File: src/rtl/roi_trigger_sequencer_if.sv
// Stream bundle for the ROI trigger sequencer: energy samples in, ROI results out.
// The master side produces energy samples and consumes results.
interface roi_trigger_sequencer_if #(parameter int W = 8);
    logic         in_valid;
    logic         in_ready;
    logic [W-1:0] in_e;
    logic         in_last;
    logic         out_valid;
    logic         out_ready;
    logic [1:0]   out_roi;
    logic [W-1:0] out_emax;
    logic         out_trig;

    modport master (
        output in_valid, in_e, in_last, out_ready,
        input  in_ready, out_valid, out_roi, out_emax, out_trig
    );
    modport slave (
        input  in_valid, in_e, in_last, out_ready,
        output in_ready, out_valid, out_roi, out_emax, out_trig
    );
endinterface

File: src/rtl/roi_trigger_sequencer.sv
// Event controller for the four-region ROI max encoder: collect E0..E3, pick the max,
// apply the threshold, hand off the result, then hold off for a dead time after a trigger.
module roi_trigger_sequencer #(
    parameter int W        = 8,
    parameter int DEADTIME = 4,
    parameter int DT_W     = 8
) (
    input  logic                     clk,
    input  logic                     rst,
    roi_trigger_sequencer_if.slave   bus,
    input  logic [W-1:0]             threshold,
    output logic                     busy,
    output logic                     frame_err
);
    typedef enum logic [1:0] {COLLECT, EVAL, OUT, DEAD} state_t;

    state_t          state, state_nxt;
    logic [1:0]      cnt;
    logic [W-1:0]    slot [4];
    logic [DT_W-1:0] dt_cnt;
    logic            accept, consume;
    logic [1:0]      roi;
    logic [W-1:0]    emax;

    assign accept  = bus.in_valid && (state == COLLECT);
    assign consume = bus.out_ready && (state == OUT);

    // Strict greater-than keeps the lowest index on ties.
    always_comb begin
        roi  = 2'd0;
        emax = slot[0];
        for (int i = 1; i < 4; i++) begin
            if (slot[i] > emax) begin
                emax = slot[i];
                roi  = i[1:0];
            end
        end
    end

    always_comb begin
        state_nxt     = state;
        bus.in_ready  = 1'b0;
        bus.out_valid = 1'b0;
        busy          = 1'b0;
        case (state)
            COLLECT: begin
                bus.in_ready = 1'b1;
                if (accept && bus.in_last && cnt == 2'd3)
                    state_nxt = EVAL;
            end
            EVAL: state_nxt = OUT;
            OUT: begin
                bus.out_valid = 1'b1;
                if (consume)
                    state_nxt = (bus.out_trig && DEADTIME > 0) ? DEAD : COLLECT;
            end
            DEAD: begin
                busy = 1'b1;
                if (dt_cnt <= DT_W'(1))
                    state_nxt = COLLECT;
            end
            default: state_nxt = COLLECT;
        endcase
    end

    always_ff @(posedge clk) begin
        if (rst) begin
            state        <= COLLECT;
            cnt          <= 2'd0;
            dt_cnt       <= '0;
            frame_err    <= 1'b0;
            bus.out_roi  <= 2'd0;
            bus.out_emax <= '0;
            bus.out_trig <= 1'b0;
            for (int i = 0; i < 4; i++) slot[i] <= '0;
        end else begin
            state     <= state_nxt;
            frame_err <= 1'b0;
            if (accept) begin
                slot[cnt] <= bus.in_e;
                if (bus.in_last || cnt == 2'd3) begin
                    // Either terminator mismatch drops the partial event.
                    cnt <= 2'd0;
                    if (!(bus.in_last && cnt == 2'd3))
                        frame_err <= 1'b1;
                end else begin
                    cnt <= cnt + 2'd1;
                end
            end
            if (state == EVAL) begin
                bus.out_roi  <= roi;
                bus.out_emax <= emax;
                bus.out_trig <= (emax >= threshold);
            end
            if (consume)
                dt_cnt <= DT_W'(DEADTIME);
            else if (state == DEAD)
                dt_cnt <= dt_cnt - DT_W'(1);
        end
    end
endmodule

File: src/flat_wrapper.sv
// flat-port wrapper written by rule: the top's interface ports become plain ports
module roi_trigger_sequencer_flat 
#(
    parameter int W        = 8,
    parameter int DEADTIME = 4,
    parameter int DT_W     = 8
)
  (clk, rst, threshold, busy, frame_err, bus_in_valid, bus_in_e, bus_in_last, bus_out_ready, bus_in_ready, bus_out_valid, bus_out_roi, bus_out_emax, bus_out_trig);
  roi_trigger_sequencer_if #(.W(W)) bus_i ();
  input  logic clk;
  input  logic rst;
  input  logic [W-1:0] threshold;
  output logic busy;
  output logic frame_err;
  input wire logic [$bits(bus_i.in_valid)-1:0] bus_in_valid;
  input wire logic [$bits(bus_i.in_e)-1:0] bus_in_e;
  input wire logic [$bits(bus_i.in_last)-1:0] bus_in_last;
  input wire logic [$bits(bus_i.out_ready)-1:0] bus_out_ready;
  output wire logic [$bits(bus_i.in_ready)-1:0] bus_in_ready;
  output wire logic [$bits(bus_i.out_valid)-1:0] bus_out_valid;
  output wire logic [$bits(bus_i.out_roi)-1:0] bus_out_roi;
  output wire logic [$bits(bus_i.out_emax)-1:0] bus_out_emax;
  output wire logic [$bits(bus_i.out_trig)-1:0] bus_out_trig;
  assign bus_i.in_valid = bus_in_valid;
  assign bus_i.in_e = bus_in_e;
  assign bus_i.in_last = bus_in_last;
  assign bus_i.out_ready = bus_out_ready;
  assign bus_in_ready = bus_i.in_ready;
  assign bus_out_valid = bus_i.out_valid;
  assign bus_out_roi = bus_i.out_roi;
  assign bus_out_emax = bus_i.out_emax;
  assign bus_out_trig = bus_i.out_trig;
  roi_trigger_sequencer #(.W(W), .DEADTIME(DEADTIME), .DT_W(DT_W)) u_core (.clk(clk), .rst(rst), .bus(bus_i), .threshold(threshold), .busy(busy), .frame_err(frame_err));
endmodule
File: config.mk
export PLATFORM = sky130hd
export DESIGN_NAME = roi_trigger_sequencer_flat
export DESIGN_NICKNAME = d
export VERILOG_FILES = /design/src/rtl/roi_trigger_sequencer_if.sv /design/src/rtl/roi_trigger_sequencer.sv /design/src/flat_wrapper.sv
export SDC_FILE = /design/constraint.sdc
export NUM_CORES = 1
export LEC_CHECK = 0
export CELL_PAD_IN_SITES_DETAIL_PLACEMENT = 1
export CELL_PAD_IN_SITES_GLOBAL_PLACEMENT = 2
export CORE_ASPECT_RATIO = 0.6
export CORE_MARGIN = 2
export CORE_UTILIZATION = 39
export CTS_CLUSTER_DIAMETER = 40
export DETAILED_ROUTE_END_ITERATION = 10
export PLACE_DENSITY = 0.82
export SETUP_SLACK_MARGIN = 0.02
export SYNTH_ARGS = -nofsm -noshare
export SYNTH_HDL_FRONTEND = slang
export SYNTH_SLANG_ARGS = --single-unit
export TNS_END_PERCENT = 50
File: constraint.sdc
create_clock -name clk -period 13.8 [get_ports clk]
set_input_delay 1.38 -clock clk [delete_from_list [all_inputs] [get_ports clk]]
set_output_delay 1.38 -clock clk [all_outputs]
set_load 0.01 [all_outputs]
Word level (Yosys, flattened, before mapping)

Memory sizes are Yosys's and may differ from the RTL's.
Index checks and enable logic that the tools add are counted.

Register bits: 24
Logic and storage cells: 63
Memories kept: 1
Bits of input ports: 21
Output and inout bits: 15
Bits in writable memories: 32

Memory list:

| name        | depth | bits a word | read ports | clocked after memory_dff | wr ports | line                        | RTL |
|---|---|---|---|---|---|---|---|
| u_core.slot | 4     | 8           | 4          | 0                        | 4        | roi_trigger_sequencer.sv:19 | `logic [W-1:0] slot [4];` |

Bitwise operators: 2
Equal/unequal tests: 7
Reductions and logical operators: 12
Add/sub/neg operators: 2
Muxes and demuxes: 26
Magnitude comparators: 5

Operators by type and width:

| kind                | number |
|---|---|
| $mux 8              | 4 |
| $gt 8x8->1          | 3 |
| $mux 2              | 8 |
| $mux 1              | 11 |
| $ge 8x8->1          | 1 |
| $le 8x1->1 const B  | 1 |
| $pmux 2 s4          | 1 |
| $reduce_or 8->1     | 1 |
| $sub 8x1->8 const B | 1 |
| $eq 2x2->1 const B  | 3 |
| $mux 3              | 2 |
| $logic_and 1x1->1   | 5 |
| $ne 2x1->1 const B  | 2 |
| $reduce_and 3->1    | 1 |
| $reduce_or 3->1     | 1 |
| $add 2x1->2 const B | 1 |
| $eq 2x1->1 const B  | 1 |
| $logic_not 2->1     | 1 |
| $ne 2x2->1 const B  | 1 |
| $not 1->1           | 2 |
| $reduce_bool 2->1   | 1 |
| $reduce_or 2->1     | 1 |
| $logic_or 1x1->1    | 1 |

Longest topological paths before layout

An unclocked memory read counts as a cell.

Depth after elaboration: 8
Depth in mapped cells: 35
Gate-level depth less buffers: 33

Least setup slack after synthesis

OpenSTA, ideal clock, no wires.

Path type: register to register
Start point: mem u_core.slot[1][7]
End point: reg u_core.bus.out_trig
Required time: 13.678 ns
Library setup time: 0.122 ns
Arrival: 6.730 ns
Period minus slack after synthesis: 6.851 ns
Buffers on the path: 2
Slack: 6.949 ns
Stages on the path, launching flop included: 35
Path through: edfxtp_1 ha_1 nand4_2 or2_0 and2_4 nor2_1 mux2i_1 ha_1 and4_1 and2_1 nand4_1 nand3_1 a2bb2oi_4 mux2i_1 ha_1 nor2b_1 o21a_1 o21a_1 o21a_1 o21bai_1 a22o_1 clkbuf_1 clkbuf_1 nor2_1 a21oi_1 ha_1 nand2b_1 a21o_1 a21o_1 a21o_1 a21o_1 a21oi_1 nor2b_1 o21ai_0 a21oi_1

RTL lines:

| what                   | line                           | RTL |
|---|---|---|
| start: declaration     | roi_trigger_sequencer.sv:19    |  |
| end signal: assignment | roi_trigger_sequencer.sv:93    | `bus.out_trig <= (emax >= threshold);` |
| end: declaration       | roi_trigger_sequencer_if.sv:20 | `output in_ready, out_valid, out_roi, out_emax, out_trig` |

==> results.yml <==
status:
  status: "finished clean"
sta:
  clock.fmax_mhz: 128.9
  hold_viol: 0
  skew_ns: 0.006341
  fin_ws_ns: 6.042
  setup_viol: 0
  slew_headroom_pct: 14.22
  rsz0062_at_grt: "no"
  maxSlewViolCount: 0
  min_period_ns: 7.758
  worst_pin_slew_ns: 1.273
  fin_crit_sh_pct: 56.22
  tns_ns: 0
  timing.hold.ws_ns: 0.5139
power_and_ir_drop:
  vdd_drop_max_mv: 0.05288
  p_per_area_nw_per_um2: 106.0
  report.power.total_uw: 428.9
  leakage_uw: 0.001695
critical_path:
  arrival_ns: 7.94
  path_class: "reg2reg"
  rrSetupSlack_ns: 6.04
  slowest_delay_ns: 0.70
  critPathBufInv: 0
  worstSetupEndpointType: "flip-flop"
  cp_top_family: "compound AO/OA/AOI/OAI gates"
  cp.required_ns: 13.98
  slowest_stage: "a22o_1"
  crit_fanout: 20
  start_kind: "flip-flop"
yosys:
  syn-cell-area_sq_um: 3427
  synth_seq_cells: 56
  yosys_warnings: 0
  yosysSeqAreaShare_pct: 42.06
  synth_edf_count: 32
  async_reset_ff_share_pct: 0
  synthCells: 344
  synth_fp_nets: 398
  syn_area_per_cell_sq_um: 9.962
  synth_flop_cell: "edfxtp_1"
  synth_cell_types: 51
drt:
  wl_mm: 8.351
  viasPerCell: 5.308
  routedWlPerCell_microns: 17.01
  first_pass_iters: 4
  drcViolationCount: 0
  antenna_left: 0
  num_vias: 2606
  drt_iter0_markers: 119
die:
  fp.dieH_microns: 76.61
  coreArea_sq_um: 8523
  die_x_microns: 125.0
  io_pins: 36
  start_util_pct: 40.21
  die_area_sq_um: 9578
  core.rowCount: 26
global_routing:
  overflow: 0
  antenna_found_initial: 0
  grt_pass1_wl_mm: 13.92
  grt_start_max_net_pins: 21
  grt_usage_pct: 18.15
  grt_pass1_vias: 2662
place:
  io_buffers: 35
  hpwl_mm: 6.618
  pre_cts_ws_ns: 6.059
  gp_congestion: 0.7740
clock_network:
  cts_hold_buf: 0
  cts_resized: 0
  clk_pin_slew_worst_paths_ns: 0.07
  cts_setup_buffers: 0
  cts_buffers: 5
  cts-root-buf: "clkbuf_16"
  clkLatencyLatePin_ns: 0.30
  cts.sinks: 56
  tritoncts: "done"
  htreeDepth: 2
  cts.path.max_buffers: 2
finish:
  diodes: 0
  finalCoreUtilization_pct: 47.45
  num-nets-final: 432
  area_growth_pct: 18.00
  drive_gt1_share_pct: 7.388
  fillers: 955
worst_hold_path:
  min_path_type: "reg2reg"
flow_run:
  maxCapViolCount: 0
==> stage by stage <==
stage,instance area [sq um],instances
final,4044,491
after global routing,4044,491
after CTS,4044,491
after detailed placement,3891,483
after global placement,3891,483
after floorplan,3427,344
==> Yosys cell counts, drive strengths merged, types with 2 or more instances <==
cell / count / area share [%]
xnor2: 4 / 1.0
or3: 3 / 0.69
nand4: 4 / 0.91
or2: 5 / 0.91
o21ai: 22 / 3.3
a211oi: 2 / 0.44
edfxtp: 32 / 28
clkbuf: 8 / 0.88
nand2b: 2 / 0.37
nor4: 11 / 2.0
nand2: 10 / 1.1
o21a: 3 / 0.66
a31oi: 10 / 1.8
xor2: 2 / 0.51
and2: 34 / 6.3
a21o: 6 / 1.3
nand3: 10 / 1.5
nor2: 20 / 2.2
a21oi: 14 / 2.0
a221oi: 2 / 0.51
mux2i: 14 / 4.1
nor3b: 2 / 0.44
nor2b: 6 / 1.1
mux2: 6 / 2.6
inv: 36 / 3.9
dfxtp: 24 / 14
o211ai: 3 / 0.80
ha: 33 / 12
==> kinds of logic (layout without fill, tap and decap cells) <==
logic type | Yosys count | count (layout) | synth area share [%]
simple gates | 113 | 113 | 18.88
compound gates | 70 | 70 | 13.55
flops | 56 | 56 | 42.06
buf+inv | 45 | 80 | 4.929
fa+ha+maj | 34 | 34 | 12.34
mux | 20 | 20 | 6.718
xor+xnor | 6 | 6 | 1.533
==> layout make-up <==
cell class,count,area (sq um),area share (%)
multi-input cells,243,1817,44.93
flip-flops and latches,56,1441,35.64
repair buffers,36,357.8,8.849
well taps,112,140.1,3.465
clock buffers,6,138.9,3.434
inverters,36,135.1,3.342
clock inverters,2,13.76,0.3403
==> worst reg2reg max path, delay by kind of cell (launching register included) <==
kind,cells,cell delay (ns)
compound gates,14,2.94
fa+ha+maj,4,1.21
flops,1,0.40
mux,2,0.76
simple gates,12,2.36
==> final timing paths <==
| path | from | cells after the start | endpoint |
|---|---|---|---|
| worst max-delay path | u_core.slot[1][7]$_SDFFCE_PN0P_ | 32 | u_core.bus.out_trig$_SDFFE_PP0N_ |
| worst min register to register | u_core.bus.out_emax[2]$_SDFFE_PP0N_ | 2 | u_core.bus.out_emax[2]$_SDFFE_PP0N_ |
| worst max register to register | u_core.slot[1][7]$_SDFFCE_PN0P_ | 32 | u_core.bus.out_trig$_SDFFE_PP0N_ |
| worst min-delay path | u_core.bus.out_emax[2]$_SDFFE_PP0N_ | 2 | u_core.bus.out_emax[2]$_SDFFE_PP0N_ |
==> registers in the layout, indices dropped and copies added, names as in the netlist <==
| signal | count |
|---|---|
| u_core.state | 2 |
| u_core.cnt | 2 |
| u_core.bus.out_emax | 8 |
| u_core.bus.out_trig | 1 |
| u_core.slot | 32 |
| u_core.bus.out_roi | 2 |
| u_core.dt_cnt | 8 |
| u_core.frame_err | 1 |
==> report_power, final <==
| part | switching [uW] | leakage (uW) | internal, uW |
|---|---|---|---|
| sequential | 3.82 | 0.000526 | 183 |
| combinational | 58.0 | 0.00109 | 49.5 |
| clock | 61.8 | 0.0000772 | 72.8 |
| total | 124 | 0.00169 | 305 |
==> routing by layer <==
| metal | global-route usage [%] | vias to the layer above | share of wire [%] |
|---|---|---|---|
| li1 | - | 1305 | - |
| met3 | 3.652 | 4 | 3.3 |
| met5 | 0 | - | 0 |
| met4 | 3.778 | 0 | 0.62 |
| met2 | 26.47 | 36 | 40 |
| met1 | 27.68 | 1261 | 56 |
==> cell usage in the layout (no fill, tap or decap), types with 5 or more instances in the layout <==
master	Yosys	final
inv_1	36	36
clkdlybuf4s50_1	0	35
and2_1	33	33
ha_1	33	33
edfxtp_1	32	32
dfxtp_1	24	24
nor2_1	20	20
o21ai_0	16	16
a21oi_1	14	14
mux2i_1	14	14
nor4_1	11	11
nand2_1	10	10
nand3_1	10	10
a31oi_1	10	10
nor2b_1	6	6
mux2_4	6	6
a21o_1	6	6
o21ai_1	5	5
clkbuf_16	0	5
Power figures use the tool's default switching activity.
==> patch: new RTL, same flow settings <==
`DT_W` is set to 8 in 2 places; all go to 10.
--- a/src/rtl/roi_trigger_sequencer.sv
+++ b/src/rtl/roi_trigger_sequencer.sv
@@ -3,7 +3,7 @@
 module roi_trigger_sequencer #(
     parameter int W        = 8,
     parameter int DEADTIME = 4,
-    parameter int DT_W     = 8
+    parameter int DT_W     = 10
 ) (
     input  logic                     clk,
     input  logic                     rst,
--- a/src/flat_wrapper.sv
+++ b/src/flat_wrapper.sv
@@ -3,7 +3,7 @@
 #(
     parameter int W        = 8,
     parameter int DEADTIME = 4,
-    parameter int DT_W     = 8
+    parameter int DT_W     = 10
 )
   (clk, rst, threshold, busy, frame_err, bus_in_valid, bus_in_e, bus_in_last, bus_out_ready, bus_in_ready, bus_out_valid, bus_out_roi, bus_out_emax, bus_out_trig);
   roi_trigger_sequencer_if #(.W(W)) bus_i ();
Check against the original RTL: no difference found for any inputs over 10 cycles, from zero or initial values and one cycle with rst high; that may be too few to reach the edited logic, so the function may still have changed.
==> patch against the unedited design <==
  * Worst setup slack gained 0.87 ns
  * Die area grew 2.4%
  * Routed wire length grew 8.0%
  * Area after synthesis grew 2.5%
  * Highest routed layer unchanged
  * Final area grew 4.9%
  * First-iteration DRC count grew 32%
  * Total power grew 17%
  * Sequential cell count grew 2
  * Worst hold slack lost 0.057 ns
==> patch: results <==
[pwr]
peakVddDrop_mv = 0.0664
p_leak_nw = 1.69
swShare = 0.291

[worst_setup_path]
critPathMaxStageDelay_ns = 0.74
r2r_start = u_core.slot[1][1]
cp_slowest_cell = o21bai_1
cp_common_cell = ha_1
cp.arrival_ns = 7.08
path_max_fanout = 9
reg2reg_depth = 30
critical_path.top_delay_family = compound AO/OA/AOI/OAI gates
reg2reg_slack_ns = 6.92

[route]
vias_per_cell = 5.34
wl_met2_um = 3670
routed_wl_um = 9020
wl_met1_um = 4920
post_drt_wl_per_cell_um = 18.0
drt_iter0_markers = 157
dr_wl_met3_um = 407

[cts]
htreeDepth = 3
ctsHoldBuffers = 0
cts_buffers = 9
insertion_delay_ns = 0.33
cts_buffer_depth = 2

[final_layout]
drive_above_1_share = 0.108
reg.largest.list = u_core.slot (32), u_core.dt_cnt (10), u_core.bus.out_emax (8)
n_antenna_cell = 0
layout.nets = 440

[timing]
relSlewSlack = 0.321
final.setup_skew_ns = 0.00590

[global_route]
grt_pass1_wl_um = 14500
track_usage = 0.194
grt_pass1_vias = 2663
grt_max_degree = 24

[yosys]
synth_nets = 403
yosysSeqAreaShare = 0.422
synth_cell_types = 50
ys_top_cells_by_count = ha_1, and2_1, edfxtp_1
synth_cells = 348
synth-edff-count = 32
ys_warn_count = 0
synth_area_leaders = edfxtp_1, dfxtp_1, ha_1, and2_1, mux2_4

[min_path]
hold_end = u_core.dt_cnt[3]
hold_start = u_core.dt_cnt[3]

[status]
outcome = complete, no violations

[placed_design]
routabilityCongestion = 0.816
dp_cells = 486
dp_hpwl_um = 7090
io_buffers = 35

[floorplan]
start_util = 0.408
## patch: cell count changes in the layout (fill, tap and decap cells not counted), sizes merged, moves of 5 or more
cell | unedited run | this run
nor3 | 1 | 12
a31oi | 10 | 0
nor2 | 20 | 30
nor4 | 11 | 2
inv | 37 | 30
nand3 | 10 | 3
a2111oi | 0 | 6
mux2i | 14 | 8
nand2 | 10 | 16
a21oi | 14 | 19
## patch: cell families after synthesis
family / count (synthesis) / synth area share
AO/OA/AOI/OAI: 69 / 0.147
XOR/XNOR: 7 / 0.0196
adder cells (fa/ha/maj): 34 / 0.121
buffers and inverters: 39 / 0.0420
flip-flops: 58 / 0.422
multiplexers: 16 / 0.0570
AND/OR/NAND/NOR: 125 / 0.191
## patch: area by class of cell
class,count,area [um2]
Clock buffer,9,225
Clock inverter,7,45.0
Fill cell,968,4380
Inverter,29,109
Multi-Input combinational cell,251,1880
Sequential cell,58,1480
Tap cell,112,140
Timing Repair Buffer,36,358
## patch: worst max-delay path by stage
| stage | start | end | slack [ns] | cells after the start |
|---|---|---|---|---|
| after detailed placement | u_core.slot[1][1] | u_core.bus.out_trig | 6.95 | 30 |
| after floorplan | u_core.slot[1][1] | u_core.bus.out_trig | 8.19 | 30 |
| after global routing | u_core.slot[0][7] | u_core.bus.out_trig | 6.33 | 30 |
| after global placement | u_core.slot[1][1] | u_core.bus.out_trig | 7.22 | 29 |
| after CTS | u_core.slot[1][1] | u_core.bus.out_trig | 6.92 | 30 |
| final | u_core.slot[1][1] | u_core.bus.out_trig | 6.92 | 30 |
## patch: power by group through the flow
stage               sequential [mW]  combinational (mW)  clock, mW
floorplan                     0.195              0.0753          0
global placement              0.197               0.101          0
detailed placement            0.197               0.104          0
CTS                           0.194               0.104      0.207
global route                  0.194               0.116      0.218
finish                        0.194               0.103      0.204
## patch: stage by stage
step                power, mW  area, um2  hold WS (ns)   util  worst slack (ns)
floorplan               0.270       3510         0.437      -              8.19
global placement        0.298       3970         0.449  0.461              7.22
detailed placement      0.301       3970         0.458  0.461              6.95
CTS                     0.505       4240         0.466  0.492              6.92
global route            0.528       4240         0.494  0.492              6.33
finish                  0.502       4240         0.457  0.492              6.92
## patch: worst min-delay path: cells and delay by family, from the launching register on
| kind | cells | cell delay (ns) |
|---|---|---|
| compound gates | 1 | 0.05 |
| simple gates | 1 | 0.05 |
| flops | 1 | 0.31 |
## patch: layer usage
layer / vias to the layer above / track usage
li1: 1317 / -
met3: 2 / 0.0600
met4: 0 / 0.0363
met2: 45 / 0.265
met5: - / 0
met1: 1317 / 0.297
